$ cat src/rtl/tdm_demux_rx_if.sv
// Bus bundle for the TDM receive block: serial link side in, channel word side out.
// The parity_err signal exists only when FRAME_PARITY_EN is defined.
interface tdm_demux_rx_if #(
    parameter int unsigned CHANNELS = 4
);
    logic                din;
    logic                din_valid;
    logic                frame_sync;
    logic [CHANNELS-1:0] ch_out;
    logic                frame_valid;
    logic                locked;
    logic                sync_err;
`ifdef FRAME_PARITY_EN
    logic                parity_err;

    modport master (
        output din, din_valid, frame_sync,
        input  ch_out, frame_valid, locked, sync_err, parity_err
    );
    modport slave (
        input  din, din_valid, frame_sync,
        output ch_out, frame_valid, locked, sync_err, parity_err
    );
`else
    modport master (
        output din, din_valid, frame_sync,
        input  ch_out, frame_valid, locked, sync_err
    );
    modport slave (
        input  din, din_valid, frame_sync,
        output ch_out, frame_valid, locked, sync_err
    );
`endif
endinterface

$ cat src/rtl/tdm_demux_rx.sv
// TDM link receiver: locks to frame_sync, steers serial bits into channel slots, publishes one word per frame.
// Optional FRAME_PARITY_EN adds an even-parity slot after the last channel and a parity_err pulse.
module tdm_demux_rx #(
    parameter int unsigned CHANNELS = 4,
    parameter int unsigned CNT_W    = 4
) (
    input  logic           clk,
    input  logic           rst_n,
    tdm_demux_rx_if.slave  bus
);

`ifdef FRAME_PARITY_EN
    localparam int unsigned LAST_SLOT = CHANNELS;
`else
    localparam int unsigned LAST_SLOT = CHANNELS - 1;
`endif

    localparam logic [0:0] HUNT = 1'b0;
    localparam logic [0:0] LOCK = 1'b1;

    logic [0:0]          state_q,  state_n;
    logic [CNT_W-1:0]    cnt_q,    cnt_n;
    logic [CHANNELS-1:0] shadow_q, shadow_n;
    logic [CHANNELS-1:0] ch_out_q, ch_out_n;
    logic                frame_valid_q, frame_valid_n;
    logic                locked_q,      locked_n;
    logic                sync_err_q,    sync_err_n;
`ifdef FRAME_PARITY_EN
    logic                parity_err_q,  parity_err_n;
    logic                parity_ok_c;
`endif

    logic [CHANNELS-1:0] merged_c;
    logic [CHANNELS-1:0] first_c;
    logic                end_slot_c;

    // Shadow with the current bit written into the slot the counter points at
    always_comb begin
        merged_c = shadow_q;
        for (int i = 0; i < int'(CHANNELS); i++) begin
            if (cnt_q == CNT_W'(i)) begin
                merged_c[i] = bus.din;
            end
        end
    end

    assign first_c    = {{(CHANNELS-1){1'b0}}, bus.din};
    assign end_slot_c = (cnt_q == CNT_W'(LAST_SLOT));
`ifdef FRAME_PARITY_EN
    assign parity_ok_c = ~(^shadow_q ^ bus.din);
`endif

    // State register and all registered outputs
    always_ff @(posedge clk or negedge rst_n) begin
        if (!rst_n) begin
            state_q       <= HUNT;
            cnt_q         <= '0;
            shadow_q      <= '0;
            ch_out_q      <= '0;
            frame_valid_q <= 1'b0;
            locked_q      <= 1'b0;
            sync_err_q    <= 1'b0;
`ifdef FRAME_PARITY_EN
            parity_err_q  <= 1'b0;
`endif
        end else begin
            state_q       <= state_n;
            cnt_q         <= cnt_n;
            shadow_q      <= shadow_n;
            ch_out_q      <= ch_out_n;
            frame_valid_q <= frame_valid_n;
            locked_q      <= locked_n;
            sync_err_q    <= sync_err_n;
`ifdef FRAME_PARITY_EN
            parity_err_q  <= parity_err_n;
`endif
        end
    end

    // Next-state and next-output logic; idle cycles only clear the pulses
    always_comb begin
        state_n       = state_q;
        cnt_n         = cnt_q;
        shadow_n      = shadow_q;
        ch_out_n      = ch_out_q;
        frame_valid_n = 1'b0;
        sync_err_n    = 1'b0;
`ifdef FRAME_PARITY_EN
        parity_err_n  = 1'b0;
`endif

        if (bus.din_valid) begin
            case (state_q)
                HUNT: begin
                    if (bus.frame_sync) begin
                        shadow_n = first_c;
                        cnt_n    = CNT_W'(1);
                        state_n  = LOCK;
                    end
                end
                LOCK: begin
                    if (bus.frame_sync && (cnt_q != '0)) begin
                        // Early sync: drop the partial frame and restart on this bit
                        sync_err_n = 1'b1;
                        shadow_n   = first_c;
                        cnt_n      = CNT_W'(1);
                    end else if (!bus.frame_sync && (cnt_q == '0)) begin
                        sync_err_n = 1'b1;
                        state_n    = HUNT;
                    end else if (bus.frame_sync) begin
                        shadow_n = first_c;
                        cnt_n    = CNT_W'(1);
                    end else if (end_slot_c) begin
                        cnt_n = '0;
`ifdef FRAME_PARITY_EN
                        if (parity_ok_c) begin
                            ch_out_n      = shadow_q;
                            frame_valid_n = 1'b1;
                        end else begin
                            parity_err_n  = 1'b1;
                        end
`else
                        shadow_n      = merged_c;
                        ch_out_n      = merged_c;
                        frame_valid_n = 1'b1;
`endif
                    end else begin
                        shadow_n = merged_c;
                        cnt_n    = cnt_q + CNT_W'(1);
                    end
                end
                default: begin
                    state_n = HUNT;
                    cnt_n   = '0;
                end
            endcase
        end

        locked_n = (state_n == LOCK);
    end

    assign bus.ch_out      = ch_out_q;
    assign bus.frame_valid = frame_valid_q;
    assign bus.locked      = locked_q;
    assign bus.sync_err    = sync_err_q;
`ifdef FRAME_PARITY_EN
    assign bus.parity_err  = parity_err_q;
`endif

endmodule

$ cat src/flat_wrapper.sv
// flat-port wrapper written by rule: the top's interface ports become plain ports
module tdm_demux_rx_flat 
#(
    parameter int unsigned CHANNELS = 4,
    parameter int unsigned CNT_W    = 4
)
  (clk, rst_n, bus_din, bus_din_valid, bus_frame_sync, bus_ch_out, bus_frame_valid, bus_locked, bus_sync_err);
  tdm_demux_rx_if #(.CHANNELS(CHANNELS)) bus_i ();
  input  logic clk;
  input  logic rst_n;
  input wire logic [$bits(bus_i.din)-1:0] bus_din;
  input wire logic [$bits(bus_i.din_valid)-1:0] bus_din_valid;
  input wire logic [$bits(bus_i.frame_sync)-1:0] bus_frame_sync;
  output wire logic [$bits(bus_i.ch_out)-1:0] bus_ch_out;
  output wire logic [$bits(bus_i.frame_valid)-1:0] bus_frame_valid;
  output wire logic [$bits(bus_i.locked)-1:0] bus_locked;
  output wire logic [$bits(bus_i.sync_err)-1:0] bus_sync_err;
  assign bus_i.din = bus_din;
  assign bus_i.din_valid = bus_din_valid;
  assign bus_i.frame_sync = bus_frame_sync;
  assign bus_ch_out = bus_i.ch_out;
  assign bus_frame_valid = bus_i.frame_valid;
  assign bus_locked = bus_i.locked;
  assign bus_sync_err = bus_i.sync_err;
  tdm_demux_rx #(.CHANNELS(CHANNELS), .CNT_W(CNT_W)) u_core (.clk(clk), .rst_n(rst_n), .bus(bus_i));
endmodule
$ cat config.mk
export PLATFORM = sky130hd
export DESIGN_NAME = tdm_demux_rx_flat
export DESIGN_NICKNAME = d
export VERILOG_FILES = /design/src/rtl/tdm_demux_rx_if.sv /design/src/rtl/tdm_demux_rx.sv /design/src/flat_wrapper.sv
export SDC_FILE = /design/constraint.sdc
export NUM_CORES = 1
export LEC_CHECK = 0
export CORE_UTILIZATION = 52
export CTS_BUF_LIST = sky130_fd_sc_hd__clkbuf_4 sky130_fd_sc_hd__clkbuf_8 sky130_fd_sc_hd__clkbuf_16
export CTS_CLUSTER_DIAMETER = 120
export DETAILED_ROUTE_END_ITERATION = 8
export PLACE_DENSITY_LB_ADDON = 0.15
export SLEW_MARGIN = 20
export SYNTH_ARGS = -nofsm -noshare
export SYNTH_HDL_FRONTEND = slang
export SYNTH_SLANG_ARGS = --single-unit
$ cat constraint.sdc
create_clock -name clk -period 2.6 [get_ports clk]
set_input_delay 0.52 -clock clk [delete_from_list [all_inputs] [get_ports clk]]
set_output_delay 0.52 -clock clk [all_outputs]
set_load 0.1 [all_outputs]
==> qor.yml <==
outcome: "complete, no violations"
synth_cells: 79
part_of_the_power_in_registers: 0.330
placeableCoreArea_mm2: 0.001506
cts_buffers: 3
multi_input_area_um2: 440.4
power.density_cell_area_mw_per_mm2: 947.1
gp_routability_congestion: 0.8267
wl_met2_um: 694
worstMarginPinSlew_ns: 0.6151
ys_warn_count: 0
worstSetupStartpointType: "flip-flop"
critPathKind: "reg -> reg"
groute.usage.overall: 0.1964
postCtsResizedCells: 0
die_height_um: 42.30
synth-async-reset-ratio: 1.000
fillCellCount: 124
fraction_of_final_layout_cells_with_drive_strength_greater_than_1: 0.2000
synth_cell_type_count: 33
postPlaceCellArea_um2: 937.1
p_int_mw: 0.4815
slowest_delay_ns: 0.45
synth-edff-count: 0
finalCriticalPeriod_ns: 2.353
sequential_to_total_area_share_from_yosys_stat: 0.4148
layout.cells.most_common: "dfrtp_1"
postCtsSetupRepairBufs: 0
vias_per_cell: 5.887
total_switching_power_mw: 0.4404
post-route-cell-area_um2: 973.4
synth_top_cell_area_share: 0.4148
biggest_area_contributors_in_the_synthesized_netlist: "dfrtp_1, ha_1, mux2i_1, nor3b_1, mux2_4"
top_level_ports: 12
layout_worst_path_cycle_share: 0.9052
final_util: 0.6462
cts_num_sinks: 14
post-route-drc-count: 0
synthesized_area_per_cell_um2: 10.69
synth_ff_type: "dfrtp_1"
pre_cts_ws_ns: 0.2954
final-seq-area_um2: 350.3
power.leakage_nw: 0.4746
grt_first_pass_wirelength_um: 2601
cts_tree: "built"
timing.max_cap.violations: 0
clk-insertion-delay-late_ns: 0.28
type_of_the_worst_min_delay_path: "reg -> reg"
max-slew-margin-rel: 0.5886
critPathArrivalTime_ns: 2.53
cts.hold.buffers_added: 0
route.detailed.wl_per_inst_um: 14.69
fmaxAchievable_mhz: 424.9
cp_max_fo: 5
wl_met3_um: 49
power_frac_clock: 0.176
cts-root-buf: "clkbuf_4"
grt_overflow_total: 0
io_buffer_count: 11
worst_r2r_path_depth: 7
postRouteWirelength_um: 1557
final_hold_vios: 0
grt_start_max_net_pins: 15
synth-seq-cells: 14
antenna_cells: 0
startpoint: "u_core.cnt_q[0]"
setup_viol: 0
clock-skew-final_ns: 0.005074
layout.nets: 103
timing.critical_path.cells: "inv_1 > ha_1 > or3b_4 > ha_1 > nor3b_1 > a211oi_1 > mux2_1"
std_cell_rows: 14
report.final.slew_viol_count: 0
rsz0062_at_grt: "no"
cp_slowest_cell: "dfrtp_1"
syn_nets: 91
die_area_mm2: 0.001789
final_cell_mix: "dfrtp_1, buf_4, inv_1, ha_1"
dr.first_iter.drc_count: 16
detail-route-antenna-nets: 0
vias: 624
required_ns: 2.77
tns_ns: 0
wl_met1_um: 788
layout-area-overhead-vs-synth_pct: 15.26
worst_ir_drop_vdd_mv: 0.4928
fin_ws_ns: 0.2466
drt-pass1-iter-count: 4
worst_setup_path_endpoint: "u_core.shadow_q[0]"
worst_path_most_repeated_cell: "ha_1"
number_of_antenna_violations_at_the_first_check_in_global_routing: 0
fp.dieW_um: 42.30
critPathCaptureType: "flip-flop"
clkTransAtPathRegs_ns: 0.09
htreeDepth: 1
clk_path_buf_depth: 2
power.switching_fraction: 0.4777
reg2reg_to: "u_core.shadow_q[0]"
comb_power_share: 0.494
routed.top_layer: "met4"
critical_path.reg2reg.startpoint: "u_core.cnt_q[0]"
netlist.top_cell.by_area: "dfrtp_1"
detailedPlacementHpwl_um: 1116
via_count_of_the_first_global_routing_pass: 574
rrSetupSlack_ns: 0.25
floorplan.initialDensity: 0.5606
mappedNetlistArea_um2: 844.6
## through the flow
step	hold slack (ns)	total power [mW]	cells
2_1_floorplan	0.2244	0.6632	79
3_3_place_gp	0.4722	0.7579	102
3_5_place_dp	0.4763	0.7610	102
4_1_cts	0.4970	0.9254	106
5_1_grt	0.5234	0.9608	106
6_report	0.4939	0.9220	106
## worst max-delay path: cells and delay by family (launching register included)
family                   cells  cell delay [ns]
multiplexers                 1             0.32
adder cells (fa/ha/maj)      2             0.39
flip-flops                   1             0.45
AND/OR/NAND/NOR              2             0.79
buffers and inverters        1             0.14
AO/OA/AOI/OAI                1             0.15
## sequential cells by signal, summed over array words and instances (netlist names)
name                    cells
u_core.state_q              1
u_core.bus.sync_err         1
u_core.cnt_q                4
u_core.bus.ch_out           4
u_core.shadow_q             3
u_core.bus.frame_valid      1
## power by group through the flow
stage / Combinational [mW] / Sequential (mW) / Clock [mW]
5_1_grt: 0.477 / 0.310 / 0.174
2_1_floorplan: 0.143 / 0.521 / 0
3_3_place_gp: 0.453 / 0.305 / 0
6_report: 0.456 / 0.304 / 0.162
4_1_cts: 0.455 / 0.304 / 0.167
3_5_place_dp: 0.453 / 0.308 / 0
## kinds of logic after synthesis
family | count (synthesis) | share of synthesized area
AOI/OAI and AO/OA | 16 | 0.1348
adders and majority gates | 7 | 0.1037
buffers and inverters | 12 | 0.06370
DFF | 14 | 0.4148
muxes | 9 | 0.1215
and+or+nand+nor | 21 | 0.1615
## how the worst min path moves through the flow
stage / depth (start not counted) / startpoint / to
after floorplan: 0 / rst_n / u_core.bus.ch_out[0]
after global placement: 1 / u_core.shadow_q[0] / u_core.shadow_q[0]
after detailed placement: 1 / u_core.shadow_q[0] / u_core.shadow_q[0]
after CTS: 1 / u_core.shadow_q[0] / u_core.shadow_q[0]
after global routing: 1 / u_core.shadow_q[0] / u_core.shadow_q[0]
final: 1 / u_core.shadow_q[0] / u_core.shadow_q[0]
## Yosys cell counts (all sizes together) (3+ instances only)
master / n
dfrtp: 14
ha: 7
inv: 7
mux2i: 5
nor3b: 5
mux2: 4
o21ai: 4
clkbuf: 3
nor2: 3
## metal layers
| metal | up-vias | GRT usage |
|---|---|---|
| li1 | 303 | - |
| met1 | 303 | 0.2737 |
| met2 | 14 | 0.2923 |
| met3 | 4 | 0.02586 |
| met4 | 0 | 0.1125 |
| met5 | - | 0 |
## layout make-up
cell class                      count  share of cell area
Multi-Input combinational cell     53              0.4524
Timing Repair Buffer               12              0.1028
Tap cell                           16             0.02057
Inverter                            7             0.02699
Clock buffer                        4             0.03728
Sequential cell                    14              0.3599
Note: power is estimated with default switching activity, not from simulation.
